## config.mk

```make
export PLATFORM = sky130hd
export DESIGN_NAME = bit_serial_adder_ctrl
export DESIGN_NICKNAME = d
export VERILOG_FILES = /design/src/rtl/bit_serial_pkg.sv /design/src/rtl/full_adder_cell.sv /design/src/rtl/bit_serial_adder_ctrl.sv
export SDC_FILE = /design/constraint.sdc
export NUM_CORES = 1
export LEC_CHECK = 0
export ABC_AREA = 0
export BUFFER_PORTS_ARGS = -buffer_cell sky130_fd_sc_hd__buf_2
export CAP_MARGIN = 20
export CORE_MARGIN = 3
export CORE_UTILIZATION = 54
export CTS_CLUSTER_DIAMETER = 100
export DETAILED_ROUTE_END_ITERATION = 8
export GPL_TIMING_DRIVEN = 0
export PLACE_DENSITY = 0.84
export SETUP_SLACK_MARGIN = 0.02
export SYNTH_ARGS = -nofsm -noshare
export SYNTH_HDL_FRONTEND = slang
export SYNTH_SLANG_ARGS = --single-unit
```

## constraint.sdc

```tcl
create_clock -name clk -period 1.8 [get_ports clk]
set_clock_uncertainty 0.05 [all_clocks]
set_input_delay 0.09 -clock clk [delete_from_list [all_inputs] [get_ports clk]]
set_output_delay 0.09 -clock clk [all_outputs]
set_load 0.005 [all_outputs]
```

## src/rtl/bit_serial_pkg.sv

```systemverilog
// Shared types and helpers for the bit-serial adder controller.
package bit_serial_pkg;

    typedef enum logic [1:0] {
        IDLE = 2'd0,
        RUN  = 2'd1,
        DONE = 2'd2
    } state_t;

    // Bit counter width; WIDTH+1 keeps a legal width of 1 when WIDTH is 1.
    function automatic int cnt_width(input int width);
        return $clog2(width + 1);
    endfunction

endpackage

```

## src/rtl/full_adder_cell.sv

```systemverilog
// Single-bit full adder reused once per clock by the serial controller.
module full_adder_cell (
    input  logic a,
    input  logic b,
    input  logic ci,
    output logic s,
    output logic co
);

    assign s  = a ^ b ^ ci;
    assign co = (a & b) | (a & ci) | (b & ci);

endmodule

```

## src/rtl/bit_serial_adder_ctrl.sv

```systemverilog
// Bit-serial WIDTH-bit adder: one full-adder cell, LSB first, start/busy/done handshake.
// Optional signed overflow output is built when BIT_SERIAL_ADD_OVF_EN is defined.
module bit_serial_adder_ctrl
    import bit_serial_pkg::*;
#(
    parameter int WIDTH = 8
) (
    input  logic             clk,
    input  logic             rst_n,
    input  logic             start,
    input  logic [WIDTH-1:0] a,
    input  logic [WIDTH-1:0] b,
    input  logic             cin,
    output logic             busy,
    output logic             done,
    output logic [WIDTH-1:0] sum,
    output logic             cout,
    output logic             ovf
);

    localparam int CW = cnt_width(WIDTH);

    state_t           r_state;
    logic [CW-1:0]    r_cnt;
    logic [WIDTH-1:0] r_a_sh;
    logic [WIDTH-1:0] r_b_sh;
    logic [WIDTH-1:0] r_sum_sh;
    logic             r_carry;
    logic [WIDTH-1:0] r_sum;
    logic             r_cout;
    logic             r_busy;
    logic             r_done;

    logic             w_s;
    logic             w_co;
    logic             w_last;
    logic [WIDTH-1:0] w_sum_sh_next;

    full_adder_cell u_cell (
        .a  (r_a_sh[0]),
        .b  (r_b_sh[0]),
        .ci (r_carry),
        .s  (w_s),
        .co (w_co)
    );

    assign w_last = (r_cnt == CW'(WIDTH - 1));

    // Sum bits enter at the MSB so that after WIDTH shifts bit 0 sits at the LSB.
    generate
        if (WIDTH == 1) begin : g_w1
            assign w_sum_sh_next = w_s;
        end else begin : g_wn
            assign w_sum_sh_next = {w_s, r_sum_sh[WIDTH-1:1]};
        end
    endgenerate

    always_ff @(posedge clk) begin
        if (!rst_n) begin
            r_state  <= IDLE;
            r_cnt    <= '0;
            r_a_sh   <= '0;
            r_b_sh   <= '0;
            r_sum_sh <= '0;
            r_carry  <= 1'b0;
            r_sum    <= '0;
            r_cout   <= 1'b0;
            r_busy   <= 1'b0;
            r_done   <= 1'b0;
        end else begin
            r_done <= 1'b0;
            case (r_state)
                IDLE: begin
                    if (start) begin
                        r_a_sh  <= a;
                        r_b_sh  <= b;
                        r_carry <= cin;
                        r_cnt   <= '0;
                        r_busy  <= 1'b1;
                        r_state <= RUN;
                    end
                end
                RUN: begin
                    r_a_sh   <= r_a_sh >> 1;
                    r_b_sh   <= r_b_sh >> 1;
                    r_sum_sh <= w_sum_sh_next;
                    r_carry  <= w_co;
                    r_cnt    <= r_cnt + 1'b1;
                    if (w_last) begin
                        // Result registers load on the edge into DONE so they are valid with done.
                        r_sum   <= w_sum_sh_next;
                        r_cout  <= w_co;
                        r_busy  <= 1'b0;
                        r_done  <= 1'b1;
                        r_state <= DONE;
                    end
                end
                DONE: begin
                    r_state <= IDLE;
                end
                default: begin
                    r_state <= IDLE;
                    r_busy  <= 1'b0;
                end
            endcase
        end
    end

`ifdef BIT_SERIAL_ADD_OVF_EN
    logic r_ovf;

    // During the last RUN cycle r_carry is the carry into the MSB.
    always_ff @(posedge clk) begin
        if (!rst_n) begin
            r_ovf <= 1'b0;
        end else if ((r_state == RUN) && w_last) begin
            r_ovf <= r_carry ^ w_co;
        end
    end

    assign ovf = r_ovf;
`else
    assign ovf = 1'b0;
`endif

    assign busy = r_busy;
    assign done = r_done;
    assign sum  = r_sum;
    assign cout = r_cout;

endmodule

```

## After elaboration in Yosys (flattened, before gate mapping)

Index checks and enable logic that the tools add are counted.

| operators by class | value |
|---|---|
| add/subtract/negate cells | 1 |
| multiply operators | 0 |
| divide/modulo/power cells | 0 |
| $lt $le $gt $ge | 0 |
| eq/ne operators | 5 |
| shifts and indexed selects | 0 |
| multiplexer cells | 15 |
| bitwise gates (word level) | 8 |
| reduce and logical (&&, ||, !) cells | 7 |

Operators with widths:

| operator | count |
|---|---|
| 8-bit case mux with 2 select lines | 2 |
| 8-bit 2-to-1 mux | 2 |
| 4-bit case mux with 2 select lines | 1 |
| 2-bit AND reduction | 4 |
| 4-bit by 1-bit adder with 4-bit output (second input constant) | 1 |
| 4-bit by 3-bit equality test with 1-bit output (second input constant) | 1 |
| 1-bit 2-to-1 mux | 4 |
| 2-bit 2-to-1 mux | 2 |
| 4-bit 2-to-1 mux | 1 |
| 2-bit != test (second input constant) | 2 |
| 2-bit case mux with 2 select lines | 1 |
| 1-bit AND | 3 |
| 1-bit case mux with 3 select lines | 1 |
| 3-bit AND reduction | 1 |
| 2-bit by 1-bit equality test with 1-bit output (second input constant) | 1 |
| 2-bit equality test (second input constant) | 1 |
| 2-bit logical NOT | 1 |
| 1-bit OR | 2 |
| 1-bit case mux with 2 select lines | 1 |
| 2-bit nonzero test | 1 |
| 1-bit bitwise XOR | 2 |
| 1-bit NOT | 1 |

| storage, ports and cells | value |
|---|---|
| register bits after elaboration | 42 |
| latch bits | 0 |
| RAM bits | 0 |
| memory bits (read-only) | 0 |
| bits of input ports | 20 |
| output and inout bits | 12 |
| word-level logic and storage cells | 46 |
| memories kept | 0 |

## Logic depth before layout (Yosys ltp)

Gate-level depths: netlist (run 1).

| depth | value |
|---|---|
| depth in word-level cells | 4 |
| gate-level depth with buffers | 5 |
| depth with buffers taken out | 4 |

## Modules after synthesis

From an unflattened synthesis (run 1), not the netlist that was laid out.

| second synthesis, totals | value |
|---|---|
| cells, all modules | 196 |
| area, all modules | 1717.9 um^2 |

By module, submodules not included:

| module | times used | cells each | area an instance (um^2) | seq. area each (um^2) |
|---|---|---|---|---|
| bit_serial_adder_ctrl | 1 | 195 | 1697.9 | 820.8 |
| full_adder_cell | 1 | 1 | 20.0 | 0.0 |

## Worst setup path after synthesis (run 1)

OpenSTA, ideal clock, no wires.

| timing path | value |
|---|---|
| path type | register to register |
| start point | register r_cnt[0] |
| end point | register r_cout, in the netlist cout |
| library setup time | 0.072 ns |
| data arrival time | 1.182 ns |
| data required time | 1.678 ns |
| slack | 0.497 ns |
| cell stages (with the launch flop) | 5 |
| buffers on the path | 0 |
| period minus slack after synthesis | 1.303 ns |
| cell sequence | dfxtp_1 > ha_1 > nand3b_1 > nor2_4 > mux2i_1 |

| between the ends | value |
|---|---|
| word-level cells in the longest chain between the ends | 2 |

RTL lines:

| item | RTL line | RTL |
|---|---|---|
| start, declared | bit_serial_adder_ctrl.sv:24 | `logic [CW-1:0] r_cnt;` |
| start signal, assigned | bit_serial_adder_ctrl.sv:88 | `r_cnt <= r_cnt + 1'b1;` |
| 4-bit by 3-bit equality test with 1-bit output | bit_serial_adder_ctrl.sv:47 | `assign w_last = (r_cnt == CW'(WIDTH - 1));` |
| 2-bit AND reduction (no line) | -- |  |
| end signal, assigned | bit_serial_adder_ctrl.sv:92 | `r_cout <= w_co;` |
| end, declared | bit_serial_adder_ctrl.sv:30 | `logic r_cout;` |

Every way passes these cells.
A chain may end at the register's enable or synchronous reset.

## Worst setup path after layout (run 1)

| timing path | value |
|---|---|
| start point | register r_cnt[0] |
| end point | register r_sum[2], in the netlist sum[2] |

| between the ends | value |
|---|---|
| word-level cells in the longest chain between the ends | 2 |

RTL lines:

| item | RTL line | RTL |
|---|---|---|
| 4-bit by 3-bit equality test with 1-bit output | bit_serial_adder_ctrl.sv:47 |  |
| 2-bit AND reduction (no line) | -- |  |
| end signal, assigned | bit_serial_adder_ctrl.sv:91 | `r_sum <= w_sum_sh_next;` |
| end, declared | bit_serial_adder_ctrl.sv:29 | `logic [WIDTH-1:0] r_sum;` |

Every way passes these cells.

==> results of run 1 <==
## kinds of logic after synthesis
kind of cell               after synthesis
buffers and inverters                   19
adders and majority gates                2
muxes                                   10
other                                    1
and+or+nand+nor                         60
DFF                                     41
AOI/OAI and AO/OA                       64
## through the flow
step	util (%)	instance area [sq um]	hold WS, ns	cells
after global routing	71.6	2090	0.00663	283
after global placement	66.4	1940	0.344	268
after floorplan	-	1740	0.250	197
after detailed placement	66.4	1940	0.348	268
final	71.6	2090	0.00876	283
after CTS	71.6	2090	0.00294	283
## tightest hold or removal path: cells and delay by family
family / cells / cell delay, ns
AOI/OAI and AO/OA: 2 / 0.21
buffers and inverters: 1 / 0.08
## sequential cells by signal, summed over array words and instances (netlist names)
name,count
sum,8
cout,1
r_sum_sh,7
r_state,2
r_carry,1
busy,1
r_b_sh,8
done,1
r_cnt,4
r_a_sh,8
## final timing paths
path | start | endpoint | depth (start not counted)
max | r_cnt[0] | sum[2] | 4
min reg2reg | r_sum_sh[3] | r_sum_sh[2] | 2
min | cin | r_carry | 3
max reg2reg | r_cnt[0] | sum[2] | 4
## power breakdown
| group | internal, W | switching, W | leakage (nW) |
|---|---|---|---|
| logic | 0.0000948 | 0.000107 | 0.411 |
| registers | 0.000949 | 0.0000364 | 0.336 |
| clock network | 0.000283 | 0.000290 | 0.0410 |
| total | 0.00133 | 0.000434 | 0.787 |
## what timing repair did
item,in CTS,in global routing
setup endpoints to repair,0,0
endpoints found under the hold margin,7,0
hold buffers,8,0
## area by class of cell
| class | instances | area (sq um) | area share [%] |
|---|---|---|---|
| multi-input cells | 137 | 833 | 39.8 |
| flip-flops and latches | 41 | 821 | 39.2 |
| repair buffers | 37 | 225 | 10.8 |
| plain buffers | 16 | 77.6 | 3.71 |
| well taps | 42 | 52.6 | 2.51 |
| clock buffers | 5 | 37.5 | 1.79 |
| clock inverters | 2 | 35.0 | 1.67 |
| inverters | 3 | 11.3 | 0.538 |
## cells in the mapped netlist (3+ instances only)
cell and number:
or3b_2 5, dfxtp_1 41, nor2_1 3, nand2_1 34, nor2b_1 5, a21oi_1 26
nand3_1 5, o221ai_1 15, mux2i_1 10, o21ai_0 7, buf_2 5, clkbuf_1 9
o22ai_1 10
## per-layer routing
layer | part of all wire (%) | global-route usage (%) | vias to the layer above | wire (um)
met2 | 48 | 35.6 | 50 | 2000
met5 | 0 | 0 | - | 0
met3 | 5.1 | 5.76 | 4 | 211
met1 | 46 | 27.7 | 730 | 1880
met4 | 0.82 | 8.82 | 0 | 34
li1 | - | - | 793 | -
==> flow_metrics.py, run 1 <==
metrics = {
    "run_status": {
        "status": "finished clean",
    },
    "clock_tree": {
        "cts_root_buffer": "clkbuf_4",
        "numCtsBuffers": 5,
        "clk_pin_slew_ns": 0.12,
        "clock-sinks": 41,
        "clockBufferDepth": 2,
        "clk_latency_ns": 0.35,
        "h-tree-depth": 2,
        "post_cts_buffers": 0,
        "cts_resized": 0,
        "cts_tree": "done",
    },
    "cells_and_area": {
        "drive_above_1_share_pct": 20.3,
        "fin_nets": 263,
        "mostFrequentLayoutCells": "41 x dfxtp_1, 34 x buf_2, 34 x nand2_1",
        "layout_commonest_cell": "dfxtp_1",
        "num_antenna_cells": 0,
        "fill_cells": 238,
        "area_growth_pct": 20.1,
    },
    "timing": {
        "setup_violations": 0,
        "rsz0062_at_grt": "no",
        "hold_viol": 0,
        "fin_crit_sh_pct": 85.3,
        "min_period_ns": 1.54,
        "setup_tns_ns": 0,
        "fmax_ghz": 0.651,
        "layout_setup_ws_ns": 0.265,
        "slew_viol_final": 0,
    },
    "floorplanning": {
        "std_cell_rows": 19,
        "dieArea_sq_mm": 0.00395,
        "ios": 32,
        "initial_core_util_pct": 59.6,
        "die_x_um": 62.8,
        "core_sq_mm": 0.00292,
        "die_h_um": 62.8,
    },
    "placement": {
        "place.gp.congestion": 0.797,
        "hpwl_mm": 2.77,
        "pre_cts_ws_ns": 0.295,
        "port_buffers": 29,
    },
    "grt": {
        "grt_max_degree": 13,
        "grt_first_pass_wirelength_mm": 6.78,
        "antenna_found_initial": 0,
        "first_global_vias": 1485,
        "gr-total-overflow": 0,
        "track_usage_pct": 22.0,
    },
    "synthesis": {
        "synth_compound_area_share_pct": 23.1,
        "synthesis.nets": 219,
        "synth.top_cells.by_area": "dfxtp_1 47%, o221ai_1 7.5%, a21oi_1 7.5%",
        "syn_area_sq_mm": 0.00174,
        "synth_mux_area_share_pct": 5.74,
        "post_synth_xor_area_fraction_pct": 0,
        "syn_inst": 197,
        "synthSimpleGateAreaFrac_pct": 16.9,
        "synth-seq-cells": 41,
        "synth_top_family_by_area": "compound AO/OA/AOI/OAI gates",
        "synth-edff-count": 0,
        "synth_seq_area_share_pct": 47.1,
        "synthDistinctLibCells": 31,
        "postSynth.asyncResetShare_pct": 0,
        "avgSynthCellArea_sq_um": 8.85,
        "ys.flop_type": "dfxtp_1",
        "synth_top_area_cell": "dfxtp_1",
        "synth_fa_ha_area_share_pct": 1.87,
        "synth_top_cell_area_share_pct": 47.1,
        "ys.warnings.count": 0,
    },
    "worst_setup_path": {
        "start_kind": "flip-flop",
        "reg2reg_slack_ns": 0.26,
        "slowest_delay_ns": 0.39,
        "cp_cell_sequence": "ha_1 -> nand3b_1 -> nor2_4 -> mux2i_1",
        "endpoint_kind": "flip-flop",
        "crit_arrival_ns": 1.75,
        "critical_path_buf_inv_count": 0,
        "cp_slowest_cell": "dfxtp_1",
        "worst-setup-path-type": "flip-flop to flip-flop",
        "crit_required_ns": 2.02,
        "crit_family": "simple AND/OR/NAND/NOR gates",
        "cp_max_fo": 9,
    },
    "power": {
        "leakagePower_nw": 0.787,
        "powerDensity_mw_per_mm2": 841,
        "vdd_drop_max_uv": 820,
        "finalPower_w": 0.00176,
    },
    "routing": {
        "routed_wl_mm": 4.12,
        "dr.pass1.iters": 4,
        "ant_nets": 0,
        "drt-initial-drc-count": 174,
        "vias_per_cell": 5.57,
        "wl_per_cell_um": 14.6,
        "vias": 1577,
        "drcViolationCount": 0,
    },
    "min_path": {
        "worstHoldPathType": "input port to flip-flop",
    },
    "flow_run": {
        "maxCapViolCount": 0,
    },
}
No activity file was read; power rests on OpenSTA's default activity.
==> inputs of run 2 (changes only) <==
--- a/config.mk
+++ b/config.mk
@@ -14,7 +14,7 @@
 export DETAILED_ROUTE_END_ITERATION = 8
 export GPL_TIMING_DRIVEN = 0
 export PLACE_DENSITY = 0.84
-export SETUP_SLACK_MARGIN = 0.02
+export SETUP_SLACK_MARGIN = 0.5
 export SYNTH_ARGS = -nofsm -noshare
 export SYNTH_HDL_FRONTEND = slang
 export SYNTH_SLANG_ARGS = --single-unit
==> flow_metrics.py, run 2 (synthesis gave the netlist of run 1 again) <==
metrics = {
    "power": {
        "p_seq_share_pct": 53.4,
        "switching_power_w": 0.000462,
        "internal_power_w": 0.00139,
        "vdd_drop_max_uv": 600,
        "pwr-share-comb_pct": 12.8,
        "leakagePower_nw": 0.872,
        "pwr-share-clk_pct": 33.8,
        "power.switching_fraction_pct": 24.9,
        "powerDensity_mw_per_mm2": 807,
        "finalPower_w": 0.00186,
    },
    "grt": {
        "grtUsageMet1_pct": 28.5,
        "grt_first_pass_wirelength_mm": 7.31,
        "met2_usage_pct": 35.8,
        "track_usage_pct": 23.2,
        "grt_util_met3_pct": 6.29,
        "antenna_found_initial": 0,
        "grt_max_degree": 13,
        "first_global_vias": 1622,
        "gr-total-overflow": 0,
        "busiest_layer": "met2",
    },
    "routing": {
        "dr.pass1.iters": 5,
        "routed_wl_mm": 4.74,
        "ant_nets": 0,
        "drcViolationCount": 0,
        "drt-initial-drc-count": 134,
        "vias_per_cell": 5.89,
        "wl_per_cell_um": 16.3,
        "vias": 1709,
    },
    "cells_and_area": {
        "fin_cells": 290,
        "fill_cells": 195,
        "drive_above_1_share_pct": 30.6,
        "fin_nets": 269,
        "area_growth_pct": 31.9,
        "layout_commonest_cell": "dfxtp_1",
        "mostFrequentLayoutCells": "36 x dfxtp_1, 34 x nand2_1, 32 x buf_2",
        "num_antenna_cells": 0,
    },
    "clock_tree": {
        "h-tree-depth": 2,
        "cts_tree": "done",
        "clockBufferDepth": 2,
        "clock-sinks": 41,
        "numCtsBuffers": 5,
        "clk_latency_ns": 0.36,
        "cts_root_buffer": "clkbuf_4",
        "clk_pin_slew_ns": 0.12,
    },
    "floorplanning": {
        "initial_core_util_pct": 59.6,
        "die_h_um": 62.8,
        "die_x_um": 62.8,
        "core_sq_mm": 0.00292,
        "std_cell_rows": 19,
        "dieArea_sq_mm": 0.00395,
        "ios": 32,
    },
    "worst_setup_path": {
        "reg2reg_from": "r_state[1]",
        "reg2regPathDepth": 4,
        "worst-setup-path-type": "flip-flop to flip-flop",
        "endpoint_kind": "flip-flop",
        "timing.rr.end": "r_b_sh[6]",
        "critPathCapture": "r_b_sh[6]",
        "startpoint": "r_state[1]",
        "crit_arrival_ns": 1.58,
        "reg2reg_slack_ns": 0.46,
        "cp_max_fo": 10,
        "start_kind": "flip-flop",
        "crit_required_ns": 2.04,
    },
    "run_status": {
        "status": "finished clean",
    },
    "timing": {
        "fmax_ghz": 0.748,
        "min_period_ns": 1.34,
        "hold_viol": 0,
        "layout_setup_ws_ns": 0.463,
        "rsz0062_at_grt": "yes",
        "slew_viol_final": 0,
        "setup_violations": 0,
        "setup_tns_ns": 0,
        "fin_crit_sh_pct": 74.3,
    },
    "placement": {
        "dp.cells": 268,
        "hpwl_mm": 2.75,
        "pre_cts_ws_ns": 0.324,
        "port_buffers": 29,
        "place.gp.congestion": 0.774,
    },
    "flow_run": {
        "maxCapViolCount": 0,
    },
    "min_path": {
        "worstHoldPathType": "input port to flip-flop",
    },
}
## run 2: worst min path at each step
stage / slack (ns) / startpoint / endpoint / cells past startpoint
after detailed placement: 0.36 / a[4] / r_a_sh[4] / 3
final: 0.02 / a[7] / r_a_sh[7] / 3
after global routing: 0.005 / b[1] / r_b_sh[1] / 3
after global placement: 0.35 / a[2] / r_a_sh[2] / 3
after floorplan: 0.25 / a[0] / r_a_sh[0] / 2
after CTS: 0.01 / a[7] / r_a_sh[7] / 3
## run 2: final cells by class
cell class	instances	area, sq um	share of cell area, %
Timing Repair Buffer	43	290	12.6
Multi-Input combinational cell	137	911	39.6
Tap cell	42	52.6	2.29
Clock buffer	7	55.1	2.39
Clock inverter	1	30.0	1.31
Buffer	16	108	4.68
Sequential cell	41	837	36.4
Inverter	3	16.3	0.707
## run 2: metrics by stage
| step | instance area (sq um) | utilization [%] | hold WS (ns) |
|---|---|---|---|
| floorplan | 1750 | - | 0.250 |
| global placement | 1950 | 66.5 | 0.345 |
| detailed placement | 1950 | 66.5 | 0.357 |
| CTS | 2190 | 75.0 | 0.0102 |
| global route | 2300 | 78.6 | 0.00513 |
| finish | 2300 | 78.6 | 0.0162 |
## run 2: power by group through the flow
stage | sequential [W] | clock (W) | combinational (W)
2_1_floorplan | 0.000996 | 0 | 0.000132
3_3_place_gp | 0.00100 | 0 | 0.000182
3_5_place_dp | 0.00100 | 0 | 0.000187
4_1_cts | 0.000985 | 0.000636 | 0.000207
5_1_grt | 0.000996 | 0.000677 | 0.000261
6_report | 0.000990 | 0.000627 | 0.000238
## run 2: worst max-delay path, stage by stage (launching register included)
cell and delay, ns:
dfxtp_4 0.38, inv_1 0.24, buf_4 0.25, o221ai_1 0.16
a21oi_1 0.18
## run 2: what timing repair did
action / CTS / global route
endpoints found under the hold margin: 10 / 0
setup endpoints to repair: 28 / 38
setup buffers: 3 / 0
hold buffers: 11 / 0
gates resized for setup: 10 / 42
pin swaps: 2 / 8
## run 2: per-layer routing
metal / share of wire [%] / up-vias / wire length [um]
met5: 0 / - / 0
met4: 3.6 / 0 / 170
met3: 7.2 / 18 / 339
met2: 49 / 75 / 2330
met1: 40 / 804 / 1900
li1: - / 812 / -
